**config.mk**
```make
export PLATFORM = sky130hd
export DESIGN_NAME = dmem_mmio
export DESIGN_NICKNAME = d
export VERILOG_FILES = /design/src/rtl/dmem_mmio.sv
export SDC_FILE = /design/constraint.sdc
export NUM_CORES = 2
export LEC_CHECK = 0
export CORE_MARGIN = 2
export CORE_UTILIZATION = 40
export DETAILED_ROUTE_END_ITERATION = 8
export GPL_ROUTABILITY_DRIVEN = 0
export SYNTH_ARGS = -nofsm -noshare
export SYNTH_HDL_FRONTEND = slang
export SYNTH_SLANG_ARGS = --single-unit
```
**constraint.sdc**
```tcl
create_clock -name clk -period 3.2 [get_ports clk]
set_input_delay 0.48 -clock clk [delete_from_list [all_inputs] [get_ports clk]]
set_output_delay 0.48 -clock clk [all_outputs]
set_load 0.005 [all_outputs]
```
**src/rtl/dmem_mmio.sv**
```systemverilog
// dmem_mmio: data-memory stage with word RAM and an MMIO window.
//   RAM at byte addresses 0 .. RAM_WORDS*4-1 (no reset on contents).
//   MMIO_BASE+0x0 TXDATA : write pushes a byte into the TX FIFO, reads 0.
//   MMIO_BASE+0x4 STATUS : {count[8:4], overflow[2], empty[1], full[0]}.
//   MMIO_BASE+0x8 CYCLE  : free-running cycle counter, loadable.
// Optional feature macro: DMEM_MMIO_CYCLE_EN enables the CYCLE counter;
// when undefined CYCLE reads 0 and writes are ignored.
module dmem_mmio #(
   parameter int          RAM_WORDS  = 64,
   parameter int          FIFO_DEPTH = 8,
   parameter logic [31:0] MMIO_BASE  = 32'h0000_1000
) (
   input  logic        clk,
   input  logic        reset,
   input  logic        MemWrite,
   input  logic [31:0] DataAdr,
   input  logic [31:0] WriteData,
   output logic [31:0] ReadData,
   output logic [7:0]  tx_data,
   output logic        tx_valid,
   input  logic        tx_ready
);

   localparam int          AW         = $clog2(RAM_WORDS);
   localparam int          PW         = $clog2(FIFO_DEPTH);
   localparam int          CW         = PW + 1;
   localparam logic [31:0] RAM_BYTES  = 32'(RAM_WORDS * 4);
   localparam logic [31:0] TXDATA_ADR = MMIO_BASE;
   localparam logic [31:0] STATUS_ADR = MMIO_BASE + 32'h4;
   localparam logic [31:0] CYCLE_ADR  = MMIO_BASE + 32'h8;
   localparam logic [CW-1:0] FULL_CNT = CW'(FIFO_DEPTH);

   logic          ram_hit, tx_hit, st_hit, cyc_hit;
   logic [AW-1:0] ram_idx;
   logic          ram_we, push, pop, accept, ovf_set, st_we;
   logic          full, empty;

   logic [31:0]   ram_q  [RAM_WORDS];
   logic [7:0]    fifo_q [FIFO_DEPTH];

   logic [PW-1:0] wr_ptr_q, wr_ptr_d;
   logic [PW-1:0] rd_ptr_q, rd_ptr_d;
   logic [CW-1:0] count_q, count_d;
   logic          ovf_q, ovf_d;
   logic [31:0]   cycle_rd;
   logic [31:0]   status_word;

   // Byte-lane bits are never decoded; word access only.
   logic          unused_adr;
   assign unused_adr = ^DataAdr[1:0];

   // Address decode and write strobes.
   always_comb begin
      ram_hit = (DataAdr < RAM_BYTES);
      tx_hit  = (DataAdr[31:2] == TXDATA_ADR[31:2]);
      st_hit  = (DataAdr[31:2] == STATUS_ADR[31:2]);
      cyc_hit = (DataAdr[31:2] == CYCLE_ADR[31:2]);
      ram_idx = DataAdr[AW+1:2];
      ram_we  = MemWrite && ram_hit;
      push    = MemWrite && tx_hit;
      st_we   = MemWrite && st_hit;
   end

   // RAM array: contents survive reset, so no reset branch.
   always_ff @(posedge clk) begin
      if (ram_we) ram_q[ram_idx] <= WriteData;
   end

   // FIFO control: a push into a full FIFO is still taken when the head pops.
   always_comb begin
      full     = (count_q == FULL_CNT);
      empty    = (count_q == '0);
      pop      = tx_valid && tx_ready;
      accept   = push && (!full || pop);
      ovf_set  = push && full && !pop;
      wr_ptr_d = accept ? wr_ptr_q + PW'(1) : wr_ptr_q;
      rd_ptr_d = pop    ? rd_ptr_q + PW'(1) : rd_ptr_q;
      count_d  = count_q + CW'(accept) - CW'(pop);
      ovf_d    = ovf_q;
      if (st_we && WriteData[2]) ovf_d = 1'b0;
      if (ovf_set)               ovf_d = 1'b1;
   end

   // FIFO storage; validity is tracked by count, so entries need no reset.
   always_ff @(posedge clk) begin
      if (accept) fifo_q[wr_ptr_q] <= WriteData[7:0];
   end

   // FIFO pointers, count and sticky overflow.
   always_ff @(posedge clk or negedge reset) begin
      if (!reset) begin
         wr_ptr_q <= '0;
         rd_ptr_q <= '0;
         count_q  <= '0;
         ovf_q    <= 1'b0;
      end else begin
         wr_ptr_q <= wr_ptr_d;
         rd_ptr_q <= rd_ptr_d;
         count_q  <= count_d;
         ovf_q    <= ovf_d;
      end
   end

   // Head byte is forced to zero when empty so reset shows 8'h00.
   assign tx_valid = !empty;
   assign tx_data  = tx_valid ? fifo_q[rd_ptr_q] : 8'h00;

`ifdef DMEM_MMIO_CYCLE_EN
   logic [31:0] cycle_q, cycle_d;

   // Cycle counter: a store loads it, otherwise it increments and wraps.
   always_comb begin
      cycle_d = (MemWrite && cyc_hit) ? WriteData : cycle_q + 32'd1;
   end

   // Cycle counter register.
   always_ff @(posedge clk or negedge reset) begin
      if (!reset) cycle_q <= '0;
      else        cycle_q <= cycle_d;
   end

   assign cycle_rd = cycle_q;
`else
   assign cycle_rd = '0;
`endif

   // Load data mux; TXDATA and unmapped addresses read as zero.
   always_comb begin
      status_word      = '0;
      status_word[0]   = full;
      status_word[1]   = empty;
      status_word[2]   = ovf_q;
      status_word[8:4] = 5'(count_q);
      ReadData         = '0;
      if (ram_hit)      ReadData = ram_q[ram_idx];
      else if (st_hit)  ReadData = status_word;
      else if (cyc_hit) ReadData = cycle_rd;
   end

endmodule

```
==> run metrics <==
Post-synth EDFFs=2112; routed via count=40400; first-pass GRT wire length=300000 um; max-cap violations=0; Core Util, Final=49.3%; Crit path required time=2720 ps; vias per cell=5.60; slowest stage delay, CP=510 ps; Die W=456 um; CTS Root Cell=clkbuf_16; Rows=166; Pwr per Cell Area=585 nW/um2; hold slack=115 ps; Total GRT Usage=20.0%; Die Y-Extent=456 um; Die ar.=208000 um2; post-synthesis sequential area ratio=77.8%; Final Hold Viols=0; Worst slew margin=15.1%; final clock skew=19.8 ps; Final WS setup=-286 ps; DR DRC count=0; Tightest Pin Transition=1270 ps; FF-to-FF path depth=12; initial antenna violation count=7; CP endpoint kind=output port; CP startpoint kind=flop; sequential cell area=63700 um2; routed len/inst=29.2 um; detailed placer's ending HPWL=127000 um; Crit Path Class=flop to output port; flops & latches, synth=2123; Critical Path Sink=ReadData[1]; FF-to-FF setup slack=540 ps; worst vdd ir=0.000462 V; CP max-delay cell=mux4_2; Area growth, synth to finish=22.9%; synthesized area=81900 um2; I/O pin cnt=109; leak pwr=32.5 nW; RSZ-0062 raised after global routing=yes; insertion delay to the later sink of the worst-skew pair=840 ps; CTS buffer count=207; fill count=16300; failing checks=antenna violations, negative setup slack; critical path startpoint=ram_q[7][1]; max-slew violation count=0; status=finished with violations; setup slack at placement=-945 ps; Detailed Routing Iterations Pass 1=5; CTS tree=done; Fmax=0.287 GHz; HP Start=WriteData[23]; Starting Density=40.1%; area of the multi-input gates=18700 um2; Warnings, synthesis=0; CP cell instances=mux4_2, mux2i_4, o22ai_2, nor4bb_2, a31oi_1, buf_4, buf_6; # port buffers=106; maximum fanout along the worst path=1; Synth async-reset ratio=0.518%; total core area=204000 um2; FF-to-FF End=count_q[2]; HP Class=input port to flop; post-route minimum period=3490 ps; clk slew on worst S/H paths=60 ps; vias in the first global route=41300; Crit path arrival time=3010 ps; final period utilization=109%; WL final=210000 um; largest net degree at the start of global routing=65; syn_area_per_cell=22.8 um2; H-tree depth=4; Most used DFF post-synth=edfxtp_1; Iteration-0 DRC Markers=3801; clk sink count=2123; layout cell share with drive strength beyond 1=39.0%; reg-to-reg startpoint=count_q[2]; clock tree buffer depth=3; post-synth cell types=52; Setup violations, final=17; Layout Nets=4413; Gate Count Post-Synth=3591; GR Overflow Total=0; syn nets=3668; Routed Antenna Nets=1
## registers in the layout, summed over array words and instances (netlist names)
register,flops
ram_q,2048
rd_ptr_q,3
count_q,4
wr_ptr_q,3
ovf_q,1
fifo_q,64
## routing by layer
layer	track usage (%)	share of wire, %	vias up
met3	2.78	6.0	267
met5	0	0.020	-
li1	-	-	16800
met1	27.6	41	22000
met4	6.06	2.7	6
met2	33.3	50	1342
## area by class of cell
type	count	share of cell area, %
repair buffers	726	8.06
inverters	11	0.0410
clock inverters	120	1.21
multi-input cells	1267	18.6
well taps	2688	3.34
flip-flops and latches	2123	63.3
diodes	9	0.0224
clock buffers	260	5.41
## kinds of logic after synthesis
kind of cell               Yosys count  share of synthesized area, %
DFF                               2123                          77.8
buffers and inverters              201                          1.08
and+or+nand+nor                    236                          1.41
xor gates and xnor gates             6                        0.0642
AOI/OAI and AO/OA                  156                          1.25
muxes                              860                          18.3
adders and majority gates            9                         0.147
## worst max-delay path, delay by kind of cell, from the launching register on
kind	cells	cell delay, ps
DFF	1	370
muxes	2	770
buffers and inverters	2	330
and+or+nand+nor	1	380
AOI/OAI and AO/OA	2	330
## cell usage after synthesis, types with 2 or more instances
| master | instances | area [um2] |
|---|---|---|
| nor3b_1 | 2 | 15.0 |
| xnor2_1 | 4 | 35.0 |
| mux2i_1 | 272 | 2720 |
| nand3_1 | 8 | 40.0 |
| ha_1 | 8 | 100 |
| mux2_1 | 5 | 56.3 |
| or2_2 | 2 | 12.5 |
| o211ai_1 | 14 | 105 |
| nand4_1 | 3 | 18.8 |
| mux4_2 | 497 | 11200 |
| a31oi_1 | 6 | 37.5 |
| clkbuf_1 | 82 | 308 |
| or3_1 | 9 | 56.3 |
| nand4b_1 | 3 | 26.3 |
| nor2_1 | 117 | 439 |
| nor4bb_1 | 7 | 70.1 |
| mux2_2 | 85 | 957 |
| xor2_1 | 2 | 17.5 |
| o22ai_1 | 77 | 482 |
| nand3b_1 | 2 | 15.0 |
| nor2b_1 | 12 | 75.1 |
| buf_4 | 6 | 45.0 |
| o21ai_0 | 21 | 105 |
| a21oi_1 | 8 | 40.0 |
| nor4_1 | 16 | 100 |
| edfxtp_1 | 2112 | 63400 |
| buf_2 | 85 | 425 |
| buf_1 | 17 | 63.8 |
| nand2b_1 | 10 | 62.6 |
| inv_1 | 11 | 41.3 |
| a22oi_1 | 21 | 158 |
| nor3_1 | 12 | 60.1 |
| dfrtp_1 | 11 | 275 |
| nand2_1 | 24 | 90.1 |
| and2_1 | 3 | 18.8 |
## per-stage QoR
| stage | cells | area, um2 | power (mW) | TNS [ps] |
|---|---|---|---|---|
| finish | 7204 | 101000 | 58.8 | -2050 |
| global route | 7196 | 101000 | 60.5 | -3080 |
| CTS | 7174 | 100000 | 59.2 | -2300 |
| detailed placement | 6771 | 92400 | 35.0 | -53090 |
| global placement | 6771 | 92400 | 35.0 | -38940 |
| floorplan | 3591 | 82100 | 33.2 | -336040 |
## worst min path at each step
| stage | end | slack (ps) | cells after the start |
|---|---|---|---|
| floorplan | count_q[0] | 180 | 0 |
| global placement | ovf_q | 480 | 1 |
| detailed placement | ovf_q | 480 | 1 |
| CTS | rd_ptr_q[0] | 60 | 1 |
| global route | ram_q[61][23] | 90 | 1 |
| finish | ram_q[61][23] | 120 | 1 |
## power breakdown
part	internal (mW)	total, mW	switching [mW]
sequential	30.6	30.8	0.137
clock	13.7	24.0	10.3
combinational	2.00	4.05	2.05
## cells in the final DEF, fill, tap and decap left out, types with 14 or more instances in the layout
cell type / n
mux2i_2: 43
nor2_1: 47
mux2_2: 81
edfxtp_1: 2112
mux2i_4: 22
buf_6: 27
nand2_1: 21
o21ai_0: 21
buf_2: 55
mux4_2: 497
clkbuf_16: 212
clkinv_1: 46
clkbuf_1: 50
dlygate4sd2_1: 24
clkdlybuf4s50_1: 15
buf_12: 180
buf_4: 397
bufinv_16: 21
nor2_4: 64
clkinv_2: 31
o22ai_1: 59
mux2i_1: 207
o211ai_1: 14
## timing repair
action,CTS,global route
gates cloned,7,2
setup endpoints to repair,40,23
buffers inserted,35,26
gates resized for setup,326,47
pin swaps,70,35
hold buffers,0,0
(Power assumes the default switching activity.)
